$ cat src/rtl/pc_sequencer_if.sv
// Port bundle between the PC sequencer, its halt detector and the test harness.
interface pc_sequencer_if #(
  parameter int PC_W  = 8,
  parameter int OFF_W = 6,
  parameter int CNT_W = 16
);
  logic             start;
  logic [PC_W-1:0]  prog_end;
  logic             halt;
  logic             stall;
  logic             jump_en;
  logic [PC_W-1:0]  jump_target;
  logic             branch_taken;
  logic [OFF_W-1:0] branch_offset;
  logic [PC_W-1:0]  pc_curr;
  logic [PC_W-1:0]  pc_end;
  logic             running;
  logic             done;
  logic [CNT_W-1:0] cycle_count;

  // Sequencer side: consumes control, produces PC and status.
  modport master (
    input  start, prog_end, halt, stall, jump_en, jump_target,
           branch_taken, branch_offset,
    output pc_curr, pc_end, running, done, cycle_count
  );

  // Harness / halt-detector side.
  modport slave (
    output start, prog_end, halt, stall, jump_en, jump_target,
           branch_taken, branch_offset,
    input  pc_curr, pc_end, running, done, cycle_count
  );
endinterface

$ cat src/rtl/pc_sequencer.sv
// Program-counter stage: start/stall/jump/branch PC update, halt freeze, cycle count.
// Latency: start -> running 1 cycle; halt -> done pulse 1 cycle.
// Backpressure: stall holds the PC and the cycle counter; halt freezes until the next start.
module pc_sequencer #(
  parameter int              PC_W       = 8,
  parameter int              OFF_W      = 6,
  parameter logic [PC_W-1:0] START_ADDR = '0,
  parameter int              CNT_W      = 16
) (
  input  logic          clk,
  input  logic          reset,
  pc_sequencer_if.master bus
);

  typedef enum logic [1:0] {IDLE, RUN, HALTED} state_t;

  state_t           state, state_nxt;
  logic [PC_W-1:0]  pc_q, pc_nxt;
  logic [PC_W-1:0]  end_q, end_nxt;
  logic [CNT_W-1:0] cnt_q, cnt_nxt;
  logic             done_q, done_nxt;
  logic             advance;
  logic [PC_W-1:0]  off_ext;

  assign off_ext = {{(PC_W-OFF_W){bus.branch_offset[OFF_W-1]}}, bus.branch_offset};

  always_ff @(posedge clk or negedge reset) begin
    if (!reset) begin
      state  <= IDLE;
      pc_q   <= START_ADDR;
      end_q  <= '1;
      cnt_q  <= '0;
      done_q <= 1'b0;
    end else begin
      state  <= state_nxt;
      pc_q   <= pc_nxt;
      end_q  <= end_nxt;
      cnt_q  <= cnt_nxt;
      done_q <= done_nxt;
    end
  end

  always_comb begin
    state_nxt = state;
    pc_nxt    = pc_q;
    end_nxt   = end_q;
    cnt_nxt   = cnt_q;
    done_nxt  = 1'b0;
    advance   = 1'b0;
    case (state)
      IDLE, HALTED: begin
        if (bus.start) begin
          state_nxt = RUN;
          pc_nxt    = START_ADDR;
          end_nxt   = bus.prog_end;
          cnt_nxt   = '0;
        end
      end
      RUN: begin
        // halt is seen the same cycle pc reaches the end PC, so that PC never advances
        if (bus.halt) begin
          state_nxt = HALTED;
          done_nxt  = 1'b1;
        end else if (!bus.stall) begin
          advance = 1'b1;
          if (bus.jump_en)           pc_nxt = bus.jump_target;
          else if (bus.branch_taken) pc_nxt = pc_q + off_ext;
          else                       pc_nxt = pc_q + PC_W'(1);
        end
      end
      default: state_nxt = IDLE;
    endcase
    if (advance && (cnt_q != {CNT_W{1'b1}})) cnt_nxt = cnt_q + CNT_W'(1);
  end

  assign bus.pc_curr     = pc_q;
  assign bus.pc_end      = end_q;
  assign bus.running     = (state == RUN);
  assign bus.done        = done_q;
  assign bus.cycle_count = cnt_q;

endmodule
$ cat src/flat_wrapper.sv
// flat-port wrapper written by rule: the top's interface ports become plain ports
module pc_sequencer_flat 
#(
  parameter int              PC_W       = 8,
  parameter int              OFF_W      = 6,
  parameter logic [PC_W-1:0] START_ADDR = '0,
  parameter int              CNT_W      = 16
)
  (clk, reset, bus_start, bus_prog_end, bus_halt, bus_stall, bus_jump_en, bus_jump_target, bus_branch_taken, bus_branch_offset, bus_pc_curr, bus_pc_end, bus_running, bus_done, bus_cycle_count);
  pc_sequencer_if #(.PC_W(PC_W), .OFF_W(OFF_W), .CNT_W(CNT_W)) bus_i ();
  input  logic clk;
  input  logic reset;
  input wire logic [$bits(bus_i.start)-1:0] bus_start;
  input wire logic [$bits(bus_i.prog_end)-1:0] bus_prog_end;
  input wire logic [$bits(bus_i.halt)-1:0] bus_halt;
  input wire logic [$bits(bus_i.stall)-1:0] bus_stall;
  input wire logic [$bits(bus_i.jump_en)-1:0] bus_jump_en;
  input wire logic [$bits(bus_i.jump_target)-1:0] bus_jump_target;
  input wire logic [$bits(bus_i.branch_taken)-1:0] bus_branch_taken;
  input wire logic [$bits(bus_i.branch_offset)-1:0] bus_branch_offset;
  output wire logic [$bits(bus_i.pc_curr)-1:0] bus_pc_curr;
  output wire logic [$bits(bus_i.pc_end)-1:0] bus_pc_end;
  output wire logic [$bits(bus_i.running)-1:0] bus_running;
  output wire logic [$bits(bus_i.done)-1:0] bus_done;
  output wire logic [$bits(bus_i.cycle_count)-1:0] bus_cycle_count;
  assign bus_i.start = bus_start;
  assign bus_i.prog_end = bus_prog_end;
  assign bus_i.halt = bus_halt;
  assign bus_i.stall = bus_stall;
  assign bus_i.jump_en = bus_jump_en;
  assign bus_i.jump_target = bus_jump_target;
  assign bus_i.branch_taken = bus_branch_taken;
  assign bus_i.branch_offset = bus_branch_offset;
  assign bus_pc_curr = bus_i.pc_curr;
  assign bus_pc_end = bus_i.pc_end;
  assign bus_running = bus_i.running;
  assign bus_done = bus_i.done;
  assign bus_cycle_count = bus_i.cycle_count;
  pc_sequencer #(.PC_W(PC_W), .OFF_W(OFF_W), .START_ADDR(START_ADDR), .CNT_W(CNT_W)) u_core (.clk(clk), .reset(reset), .bus(bus_i));
endmodule
$ cat config.mk
export PLATFORM = sky130hd
export DESIGN_NAME = pc_sequencer_flat
export DESIGN_NICKNAME = d
export VERILOG_FILES = /design/src/rtl/pc_sequencer_if.sv /design/src/rtl/pc_sequencer.sv /design/src/flat_wrapper.sv
export SDC_FILE = /design/constraint.sdc
export NUM_CORES = 1
export LEC_CHECK = 0
export ABC_AREA = 1
export CAP_MARGIN = 20
export CORE_MARGIN = 2
export CORE_UTILIZATION = 43
export CTS_CLUSTER_SIZE = 30
export DETAILED_ROUTE_END_ITERATION = 7
export PLACE_DENSITY = 0.77
export SYNTH_ARGS = -nofsm -noshare
export SYNTH_HDL_FRONTEND = slang
export SYNTH_SLANG_ARGS = --single-unit
$ cat constraint.sdc
create_clock -name clk -period 1.8 [get_ports clk]
set_clock_uncertainty 0.2 [all_clocks]
set_input_delay 0.27 -clock clk [delete_from_list [all_inputs] [get_ports clk]]
set_output_delay 0.27 -clock clk [all_outputs]
set_load 0.005 [all_outputs]
==> results.yml, run 1 <==
drt:
  ant_nets: 0
  first_iter_violations: 193
  drc: 0
  dr.pass1.iters: 4
  routed_wl_mm: 5.76
  detail_route.wl_per_cell_um: 12.9
  routed_via_density: 4.90
  num_vias: 2193
placed_design:
  port_buffers: 62
  dpl_cell_area_um2: 3060
  place_congestion: 0.877
  hpwl_mm: 4.17
final_layout:
  final_area_um2: 3350
  n_antenna_cell: 0
  fin_util_pct: 70.4
  nNetsFinal: 416
  drive_gt1_share_pct: 25.5
  area_delta_synth_final_pct: 56.9
grt:
  grt_pass1_vias: 2114
  grt_pass1_wl_mm: 9.29
  grt_use_met3_pct: 4.34
  globalRoute.totalOverflow: 0
  busiest_layer: "met2"
  grt_max_degree: 36
  use_met1_pct: 28.8
  antenna_found_initial: 0
  gr-usage-all-layers_pct: 21.7
  met2_usage_pct: 36.1
sta:
  slew_violations: 0
  fmax_ghz: 0.531
  finalCritPeriodShare_pct: 105
  setup_ws_ns: -0.0819
  setup_violations: 3
  max_slew_margin_pct: 73.0
  hold_violations: 0
  tns_ns: -0.0994
  worstMarginPinSlew_ns: 0.403
  rsz0062_at_grt: "true"
  fin_crit_ns: 1.88
  whs_ns: 0.149
die:
  coreArea_um2: 4750
  rows: 25
  io_pins: 63
  chipWidth_um: 74.5
  die-area_um2: 5540
  initial_core_util_pct: 44.9
  die_y_um: 74.5
worst_setup_path:
  start_kind: "flip-flop"
  crit_arrival_ns: 1.86
  path_max_fanout: 2
  worstSetupEndpointType: "flip-flop"
  regToRegEndpoint: "u_core.bus.pc_curr[6]$_DFFE_PN0P_"
  rr_worst_depth: 13
  worst-r2r-setup-slack_ns: -0.08
  path_class: "reg -> reg"
  worstReg2RegStart: "u_core.bus.pc_curr[0]$_DFFE_PN0P_"
  cp.required_ns: 1.78
  cp-startpoint: "u_core.bus.pc_curr[0]$_DFFE_PN0P_"
hold_path:
  min_path_type: "in -> async"
synthesis:
  yosysSeqAreaShare_pct: 41.5
  ys_types: 35
  ys_ff_latch: 35
  syn-cell-area_um2: 2130
  ys_warn_count: 0
  synth.avg_cell_area_um2: 7.62
  netlist_instances: 280
  syn_nets: 316
cts:
  root_buffer: "clkbuf_8"
  cts_tree: "yes"
  clk_latency_ns: 0.29
  clk_pin_slew_ns: 0.07
  numCtsBuffers: 5
  cts_buffer_depth: 2
  clock-sinks: 35
  htreeDepth: 2
flow_run:
  max_cap_viol_count: 0
pwr:
  leakage_uw: 0.00167
  ir_worst_vdd_mv: 0.687
  powerDensity_nw_per_um2: 746
outcome:
  status: "finished with violations"
  violations: "setup timing"
## critical path: stages, from the launching register on
cell and delay, ns:
dfrtp_1 0.40, ha_4 0.15, inv_2 0.04, fa_2 0.33, inv_1 0.06, nand3_1 0.06
nand2_1 0.10, nand2_2 0.07, nand3_2 0.06, nand2_1 0.05, nand2_1 0.06, nand3_1 0.07
nand2_1 0.07, nand2_1 0.04
## Yosys cell counts
| cell type | instances | area [µm²] |
|---|---|---|
| nand2_1 | 90 | 338 |
| inv_1 | 33 | 124 |
| dfrtp_1 | 27 | 676 |
| nor2_1 | 22 | 82.6 |
| nand3_1 | 21 | 105 |
| o21ai_0 | 12 | 60.1 |
| xor2_1 | 9 | 78.8 |
| dfstp_2 | 8 | 210 |
| ha_1 | 6 | 75.1 |
| nor3_1 | 5 | 25.0 |
| o22ai_1 | 5 | 31.3 |
| nand4_1 | 4 | 25.0 |
| inv_2 | 3 | 11.3 |
| o21ai_1 | 3 | 15.0 |
| o21ai_2 | 3 | 26.3 |
| buf_2 | 2 | 10.0 |
| nand2_4 | 2 | 22.5 |
| nand3_2 | 2 | 20.0 |
| nor2_4 | 2 | 22.5 |
| nor3_2 | 2 | 20.0 |
| o211ai_1 | 2 | 15.0 |
| o22ai_2 | 2 | 25.0 |
| or2_2 | 2 | 12.5 |
| xnor2_1 | 2 | 17.5 |
| a21oi_1 | 1 | 5.00 |
| a22o_1 | 1 | 8.76 |
| buf_6 | 1 | 11.3 |
| clkbuf_1 | 1 | 3.75 |
| clkinv_1 | 1 | 3.75 |
| fa_1 | 1 | 20.0 |
| nand2_2 | 1 | 6.26 |
| nor2_2 | 1 | 6.26 |
| o21bai_1 | 1 | 7.51 |
| o31ai_1 | 1 | 7.51 |
| or2_0 | 1 | 6.26 |
## kinds of logic after synthesis
family	Yosys count	synth area share [%]
fa+ha+maj	7	4.45
simple gates	155	32.4
buf+inv	41	7.68
flops	35	41.5
xor+xnor	11	4.51
compound gates	31	9.44
## routing by layer
layer,vias to the layer above,wire length [µm]
li1,1091,-
met1,1040,2510
met2,56,2930
met3,6,264
met4,0,57
met5,-,0
## stage by stage
stage | cells | setup WS (ns) | power [µW]
4_1_cts | 441 | -0.0383 | 2440
2_1_floorplan | 280 | -0.0508 | 1380
6_report | 448 | -0.0819 | 2500
3_3_place_gp | 431 | -0.581 | 1850
3_5_place_dp | 431 | -0.671 | 1870
5_1_grt | 448 | -0.162 | 2650
## worst max path at each step
stage / to / cells past startpoint / slack (ns)
after floorplan: u_core.bus.pc_curr[6]$_DFFE_PN0P_ / 15 / -0.05
after global placement: u_core.bus.pc_curr[5]$_DFFE_PN0P_ / 12 / -0.58
after detailed placement: u_core.bus.pc_curr[7]$_DFFE_PN0P_ / 13 / -0.67
after CTS: u_core.bus.pc_curr[6]$_DFFE_PN0P_ / 13 / -0.04
after global routing: u_core.bus.pc_curr[6]$_DFFE_PN0P_ / 13 / -0.16
final: u_core.bus.pc_curr[6]$_DFFE_PN0P_ / 13 / -0.08
## where the power goes
part	switching [µW]	internal [µW]	leakage, µW
combinational	415	519	0.00117
sequential	96.0	924	0.000451
clock	270	271	0.0000422
total	782	1710	0.00167
## layout make-up
type	instances	area, µm²
sequential	35	887
inverter	37	143
clock buffer	7	76.3
fill	405	1410
timing repair buffer	97	925
multi-input combinational	204	1230
clock inverter	1	5.00
tap	67	83.8
## cell usage in the layout, fill, tap and decap left out, drive strengths merged, types with 8 or more instances in the layout
master         count
clkdlybuf4s50     46
dfstp              8
clkbuf             8
dfrtp             27
buf               36
dlymetal6s2s      10
nand2             93
o21ai             18
nor2              25
nand3             23
xor2               9
inv               35
## state kept, by name, summed over array words and instances, names as in the netlist
name,count
u_core.bus.cycle_count,16
u_core.bus.pc_curr,8
u_core.bus.pc_end,8
u_core.state,2
u_core.bus.done,1
## timing repair
action | CTS | global route
resized for setup | 17 | 33
hold buffers | 0 | 0
pin swaps | 9 | 16
buffers inserted | 2 | 7
setup endpoints to repair | 12 | 27
Note: power is estimated with default switching activity, not from simulation.
==> inputs of run 2 (changes only) <==
Settings changed: CAP_MARGIN 20 to 5.
==> results of run 2 <==
The final DEF is identical to that of run 1; final timing and power are the same.
